==> src/rtl/car_lane_controller_if.sv <==
// Control and position bundle between the game-state controller, the frog
// controller / renderer (master side) and car_lane_controller (slave side).
interface car_lane_controller_if;
    logic        reset_cars;
    logic        freeze;
    logic [3:0]  level;
    logic [79:0] car_x;
    logic [63:0] car_y;
    logic [7:0]  lane_step;

    modport master (
        output reset_cars, freeze, level,
        input  car_x, car_y, lane_step
    );

    modport slave (
        input  reset_cars, freeze, level,
        output car_x, car_y, lane_step
    );
endinterface

==> src/rtl/car_lane_controller.sv <==
// Eight traffic lanes of two cars each, stepped by a shared tick prescaler and per-lane periods.
// Optional `CAR_LFSR_GAP_EN parks wrapping cars off-grid (x=31) for a pseudo-random number of steps.
module car_lane_controller #(
    parameter int GRID_COLS   = 20,
    parameter int TICK_DIV    = 2500000,
    parameter int BASE_PERIOD = 8
) (
    input  logic                  clk,
    input  logic                  reset,
    car_lane_controller_if.slave  cars
);

    localparam int             PW      = (TICK_DIV > 1) ? $clog2(TICK_DIV) : 1;
    localparam logic [PW-1:0]  PRE_MAX = PW'(TICK_DIV - 1);
    localparam logic [4:0]     X_MAX   = 5'(GRID_COLS - 1);

    logic [PW-1:0] pre_cnt;
    logic          tick;
    logic          restart;
    logic [7:0]    lane_cnt  [8];
    logic [7:0]    lane_sub  [8];
    logic [7:0]    period    [8];
    logic [7:0]    step_now;
    logic [7:0]    lane_step_q;
    logic [4:0]    x_q       [16];

    assign restart = reset | cars.reset_cars;
    assign tick    = !cars.freeze && (pre_cnt == PRE_MAX);

    function automatic logic [4:0] init_x(input int k);
        return 5'((3 * (k / 2) + 10 * (k % 2)) % GRID_COLS);
    endfunction

    function automatic logic [4:0] move_x(input logic [4:0] x, input logic right);
        if (right)
            return (x == X_MAX) ? 5'd0 : x + 5'd1;
        else
            return (x == 5'd0) ? X_MAX : x - 5'd1;
    endfunction

    always_ff @(posedge clk) begin
        if (restart)
            pre_cnt <= '0;
        else if (!cars.freeze)
            pre_cnt <= (pre_cnt == PRE_MAX) ? '0 : pre_cnt + PW'(1);
    end

    // Saturating period so high levels bottom out at one tick per step.
    always_comb begin
        for (int l = 0; l < 8; l++) begin
            lane_sub[l] = 8'(l % 4) + 8'(cars.level);
            if (lane_sub[l] >= 8'(BASE_PERIOD))
                period[l] = 8'd1;
            else
                period[l] = 8'(BASE_PERIOD) - lane_sub[l];
            step_now[l] = tick && (lane_cnt[l] >= period[l] - 8'd1);
        end
    end

    always_ff @(posedge clk) begin
        if (restart) begin
            lane_step_q <= '0;
            for (int l = 0; l < 8; l++)
                lane_cnt[l] <= '0;
        end else begin
            lane_step_q <= step_now;
            if (tick) begin
                for (int l = 0; l < 8; l++)
                    lane_cnt[l] <= step_now[l] ? 8'd0 : lane_cnt[l] + 8'd1;
            end
        end
    end

`ifdef CAR_LFSR_GAP_EN
    localparam logic [4:0] PARK_X = 5'd31;

    logic [15:0] lfsr;
    logic [1:0]  park [16];

    always_ff @(posedge clk) begin
        if (restart)
            lfsr <= 16'hACE1;
        else if (tick)
            lfsr <= {lfsr[14:0], lfsr[15] ^ lfsr[13] ^ lfsr[12] ^ lfsr[10]};
    end
`endif

    // A parked car re-enters at the edge it would have wrapped to.
    always_ff @(posedge clk) begin
        if (restart) begin
            for (int k = 0; k < 16; k++) begin
                x_q[k] <= init_x(k);
`ifdef CAR_LFSR_GAP_EN
                park[k] <= 2'd0;
`endif
            end
        end else begin
            for (int k = 0; k < 16; k++) begin
                if (step_now[k / 2]) begin
`ifdef CAR_LFSR_GAP_EN
                    if (x_q[k] == PARK_X) begin
                        if (park[k] <= 2'd1) begin
                            x_q[k]  <= ((k / 2) % 2 == 0) ? 5'd0 : X_MAX;
                            park[k] <= 2'd0;
                        end else begin
                            park[k] <= park[k] - 2'd1;
                        end
                    end else if ((lfsr[1:0] != 2'd0) &&
                                 ((((k / 2) % 2 == 0) && (x_q[k] == X_MAX)) ||
                                  (((k / 2) % 2 == 1) && (x_q[k] == 5'd0)))) begin
                        x_q[k]  <= PARK_X;
                        park[k] <= lfsr[1:0];
                    end else begin
                        x_q[k] <= move_x(x_q[k], (k / 2) % 2 == 0);
                    end
`else
                    x_q[k] <= move_x(x_q[k], (k / 2) % 2 == 0);
`endif
                end
            end
        end
    end

    genvar g;
    generate
        for (g = 0; g < 16; g++) begin : g_pack
            assign cars.car_x[5*g +: 5] = x_q[g];
            assign cars.car_y[4*g +: 4] = 4'(12 - g / 2);
        end
    endgenerate

    assign cars.lane_step = lane_step_q & {8{~cars.freeze}};

endmodule

==> src/flat_wrapper.sv <==
// flat-port wrapper written by rule: the top's interface ports become plain ports
module car_lane_controller_flat 
#(
    parameter int GRID_COLS   = 20,
    parameter int TICK_DIV    = 2500000,
    parameter int BASE_PERIOD = 8
)
  (clk, reset, cars_reset_cars, cars_freeze, cars_level, cars_car_x, cars_car_y, cars_lane_step);
  car_lane_controller_if cars_i ();
  input  logic clk;
  input  logic reset;
  input wire logic [$bits(cars_i.reset_cars)-1:0] cars_reset_cars;
  input wire logic [$bits(cars_i.freeze)-1:0] cars_freeze;
  input wire logic [$bits(cars_i.level)-1:0] cars_level;
  output wire logic [$bits(cars_i.car_x)-1:0] cars_car_x;
  output wire logic [$bits(cars_i.car_y)-1:0] cars_car_y;
  output wire logic [$bits(cars_i.lane_step)-1:0] cars_lane_step;
  assign cars_i.reset_cars = cars_reset_cars;
  assign cars_i.freeze = cars_freeze;
  assign cars_i.level = cars_level;
  assign cars_car_x = cars_i.car_x;
  assign cars_car_y = cars_i.car_y;
  assign cars_lane_step = cars_i.lane_step;
  car_lane_controller #(.GRID_COLS(GRID_COLS), .TICK_DIV(TICK_DIV), .BASE_PERIOD(BASE_PERIOD)) u_core (.clk(clk), .reset(reset), .cars(cars_i));
endmodule
==> config.mk <==
export PLATFORM = sky130hd
export DESIGN_NAME = car_lane_controller_flat
export DESIGN_NICKNAME = d
export VERILOG_FILES = /design/src/rtl/car_lane_controller_if.sv /design/src/rtl/car_lane_controller.sv /design/src/flat_wrapper.sv
export SDC_FILE = /design/constraint.sdc
export NUM_CORES = 1
export LEC_CHECK = 0
export CAP_MARGIN = 10
export CORE_ASPECT_RATIO = 0.7
export CORE_MARGIN = 2
export CORE_UTILIZATION = 30
export CTS_BUF_LIST = sky130_fd_sc_hd__clkbuf_16
export CTS_CLUSTER_DIAMETER = 50
export CTS_CLUSTER_SIZE = 28
export DETAILED_ROUTE_END_ITERATION = 16
export PLACE_DENSITY = 0.49
export SETUP_SLACK_MARGIN = 0.4
export SYNTH_ARGS = -nofsm -noshare
export SYNTH_HDL_FRONTEND = slang
export SYNTH_SLANG_ARGS = --single-unit
export TNS_END_PERCENT = 100
==> constraint.sdc <==
create_clock -name clk -period 8.5 [get_ports clk]
set_input_delay 2.125 -clock clk [delete_from_list [all_inputs] [get_ports clk]]
set_output_delay 2.125 -clock clk [all_outputs]
set_load 0.005 [all_outputs]
# Word-level counts from Yosys, hierarchy flattened
# Memory sizes are Yosys's and may differ from the RTL's.
# Index checks and enable logic that the tools add are counted.
# Widths: inputs -> output; s select.
[totals] register_bits=30 n_memories=2 word_cells=220 in_bits=8 mem_bits_rw=144 output_inout_bits=152
[op_classes] eq_ne=9 n_lt_le_gt_ge=12 n_reduce_logical=18 n_mux=114 n_addsub=36 bitwise=27
[memory_table] name="u_core.x_q" words=16 width=5 read_ports=16 rd_clocked_by_memory_dff=0 wr=16 line="car_lane_controller.sv:25" text="logic [4:0] x_q [16];"
[memory_table] name="u_core.lane_cnt" words=8 width=8 read_ports=8 rd_clocked_by_memory_dff=0 wr=8 line="car_lane_controller.sv:20" text="logic [7:0] lane_cnt [8];"
[ops] op="$mux 5" n=64
[ops] op="$mux 8" n=20
[ops] op="$add 8x1->8 const B" n=8
[ops] op="$ge 8x8->1" n=8
[ops] op="$add 5x1->5 const B" n=8
[ops] op="$eq 5x5->1 const B" n=8
[ops] op="$logic_not 5->1" n=8
[ops] op="$sub 5x1->5 const B" n=8
[ops] op="$sub 8x1->8 const B" n=4
[ops] op="$mux 1" n=29
[ops] op="$or 1x1->1" n=25
[ops] op="$ge 8x4->1 const B" n=3
[ops] op="$sub 4x8->8 const A" n=3
[ops] op="$add 22x1->22 const B" n=1
[ops] op="$eq 22x22->1 const B" n=1
[ops] op="$mux 22" n=1
[ops] op="$add 2x4->5 const A" n=2
[ops] op="$logic_and 1x1->1" n=9
[ops] op="$and 8x8->8" n=1
[ops] op="$add 1x4->5 const A" n=1
[ops] op="$sub 4x4->5 const A" n=1
[ops] op="$ge 4x4->1 const B" n=1
[ops] op="$logic_not 1->1" n=1
[ops] op="$not 1->1" n=1

# Longest topological paths before layout
[logic_depth] word_depth=10 mapped_depth=22 ltp_nobuf=20

# Worst setup path before layout
# Ideal clock, no wire load.
[synth_timing] kind="input to register" startpoint="in cars_level[0]" endpoint="mem u_core.x_q[6][0], in the netlist u_core.x_q[0][30] (enable)" t_arrival_ps=5660 setup_time_ps=391 required_ps=8109 path_buffers=2 path_stages=19 path_slack_ps=2449 cell_sequence="clkbuf_1 inv_1 ha_1 clkbuf_1 nand2b_1 nand2_1 mux2i_1 and2_1 ha_1 nand4_1 nand3_1 inv_1 ha_1 o21ai_0 o21bai_1 a311o_1 a32o_1 nand2_1 o21ai_0"
[synth_rtl] item="start: declaration" line="flat_wrapper.sv:14" text="input wire logic [$bits(cars_i.level)-1:0] cars_level;"
[synth_rtl] item="end: declaration" line="car_lane_controller.sv:25"

==> run summary <==
Max H-tree Level: 4
slew margin rel.: 36.6%
hpwl dp: 17,900 um
first drt pass iteration count: 5
hold-fix buffers at CTS: 0
worst hold path type: reg2reg
Worst Reg2Reg Path Length in Cells: 5
worst setup slack after layout: 1.80 ns
grt total ovfl: 0
Clock transition at path regs: 0.07 ns
worst slew pin tran: 0.951 ns
Synth Instances: 1,112
switch share: 26.5%
reg-to-reg slack, setup: 5.48 ns
I/O Pins: 160
first-pass GRT wire length: 39,400 um
Distinct cells, synth: 64
largest net degree at the start of global routing: 55
initial core utilization: 30.6%
Hold Crit Depth: 2
share of layout cells above drive strength 1: 4.96%
Num CTS Buffers: 17
Placement Rows: 58
fin area: 13,000 um2
Area growth syn-to-layout: 16.8%
number of enable flip-flop cells after synthesis: 144
Psw: 0.554 mW
vias in the first global route: 7,259
post-route ant nets: 0
Clock Latency Late Sink: 0.44 ns
Post-CTS Setup Repair Bufs: 0
Mapped Area: 11,100 um2
Worst Path Arrival: 6.98 ns
mean post-synth cell area: 9.98 um2
ys flop type: edfxtp_1
asr flop ratio synth: 0%
CP Capture Type: flop
crit start category: input port
die area: 38,600 um2
Pint: 1.54 mW
max-cap viol count: 0
Total GRT Usage: 13.0%
Vias: 7,801
Max Root-Sink Buffers: 2
P_leak: 5.09 nW
clk sinks: 174
port bufs: 95
endpoints failing hold: 0
# diodes: 0
Seq cells post-synth: 174
initial antenna violation count: 0
Hold WS: 0.514 ns
DRT iter0 DRCs: 551
power share of the combinational group: 15.1%
nets: 1,325
RSZ-0062 raised after global routing: no
vias per inst: 4.56
detailed-route DRC error count: 0
worst-path maximum fanout: 14
clk_skew: 0.0101 ns
sequential cell area fraction in the yosys report: 44.4%
Max Transition Viols Final: 0
Die X: 234 um
final core utilization: 35.8%
Post-Layout Cell Count: 1,709
Die H: 165 um
# setup viols final: 0
gpl congestion: 0.740
Post-CTS Resized: 0
Yosys warnings: 0
clock power share: 36.7%
Achievable Freq: 0.149 GHz
critical path type: in2reg
CTS root buf: clkbuf_16
Seq pwr share: 48.3%
status: completed
peak supply drop: 0.116 mV
Cell Area, Placed: 12,400 um2
WL/cell: 14.2 um
commonest non-fill, non-tap cell in the layout: edfxtp_1
most frequent cells in the layout: 144 x edfxtp_1, 142 x nor2_1, 101 x ha_1, 95 x clkdlybuf4s50_1, 83 x nand2_1
clock tree from TritonCTS: done
Design Power: 2.09 mW
min cycle time layout: 6.70 ns
core area: 36,200 um2
setup tns final: 0 ns
Pwr Density: 161 nW/um2
Final period util: 78.8%
post-placement setup slack: 1.35 ns
Post-Route WL: 24,300 um
Placed Cells incl. Taps: 1,677
Critical Path RT: 8.79 ns
[worst max-delay path: stages]
cell,delay [ns]
clkdlybuf4s50_1,0.84
inv_1,0.26
ha_1,0.39
nand2_1,0.18
nand2_1,0.07
a21oi_1,0.27
ha_1,0.29
nand2_1,0.08
mux2_2,0.26
o221ai_1,0.31
ha_1,0.32
a21o_1,0.18
a21o_1,0.17
a21oi_1,0.13
o21ai_0,0.11
a21oi_1,0.38
nand2b_1,0.39
inv_1,0.12
o21ai_0,0.09
[final timing paths]
path / startpoint / to
max: cars_level[0] / u_core.x_q[0][6]$_SDFFCE_PN1P_
min: u_core.pre_cnt[21]$_SDFFE_PP0N_ / u_core.pre_cnt[21]$_SDFFE_PP0N_
max reg2reg: u_core.pre_cnt[16]$_SDFFE_PP0N_ / u_core.lane_cnt[4][2]$_SDFFCE_PP0P_
min reg2reg: u_core.pre_cnt[21]$_SDFFE_PP0N_ / u_core.pre_cnt[21]$_SDFFE_PP0N_
[state kept, by name, summed over array words and instances, names as in the netlist]
signal / flops
u_core.lane_step_q: 8
u_core.lane_cnt: 64
u_core.pre_cnt: 22
u_core.x_q: 80
[cell type report]
type / count / area (um2)
clock inverters: 15 / 131
flip-flops and latches: 174 / 4920
inverters: 58 / 218
fillers: 3667 / 23300
well taps: 480 / 601
clock buffers: 17 / 425
repair buffers: 105 / 1030
multi-input cells: 860 / 5630
[cells in the mapped netlist, types with 3 or more instances]
master | count | area, um2
mux2_2 | 8 | 90.1
xor2_1 | 62 | 543
mux2i_1 | 8 | 80.1
dfxtp_1 | 30 | 601
buf_2 | 5 | 25.0
nor2_1 | 142 | 533
nand2b_1 | 26 | 163
and3_1 | 25 | 156
inv_1 | 58 | 218
nand4_1 | 8 | 50.1
buf_4 | 66 | 495
nor2b_1 | 19 | 119
a21o_1 | 20 | 150
nor3_1 | 21 | 105
o311ai_0 | 3 | 26.3
ha_1 | 101 | 1260
a21oi_1 | 37 | 185
or2_2 | 8 | 50.1
o211ai_1 | 9 | 67.6
a22oi_1 | 6 | 45.0
a311oi_1 | 3 | 26.3
o21a_1 | 8 | 60.1
nor3b_1 | 9 | 67.6
o21ai_0 | 47 | 235
nand4b_1 | 3 | 26.3
or3_1 | 7 | 43.8
nand3_1 | 55 | 275
xnor2_1 | 35 | 307
o2111ai_1 | 3 | 26.3
clkbuf_1 | 10 | 37.5
edfxtp_1 | 144 | 4320
nand2_1 | 84 | 315
a221o_1 | 4 | 40.0
[cell families (layout without fill, tap and decap cells)]
family,Yosys count,count (layout),synth area share (%)
DFF,174,174,44.4
buffers and inverters,140,195,7.03
muxes,16,16,1.53
and+or+nand+nor,423,423,18.7
other,2,64,0.0677
xor gates and xnor gates,97,97,7.66
AOI/OAI and AO/OA,158,158,9.17
adders and majority gates,102,102,11.5
[per-layer routing]
layer | track usage (%) | vias to the layer above | part of all wire, %
met5 | 0 | - | 0
li1 | - | 4007 | -
met3 | 2.16 | 17 | 3.1
met4 | 3.83 | 0 | 1.0
met2 | 18.5 | 109 | 42
met1 | 19.8 | 3668 | 54
[power groups by stage]
stage | registers, mW | clock network [mW] | logic (mW)
final | 1.01 | 0.767 | 0.315
after global routing | 1.02 | 0.827 | 0.361
after CTS | 1.01 | 0.794 | 0.318
after detailed placement | 1.03 | 0 | 0.315
after global placement | 1.03 | 0 | 0.312
after floorplan | 1.02 | 0 | 0.227
Note: power is estimated with default switching activity, not from simulation.
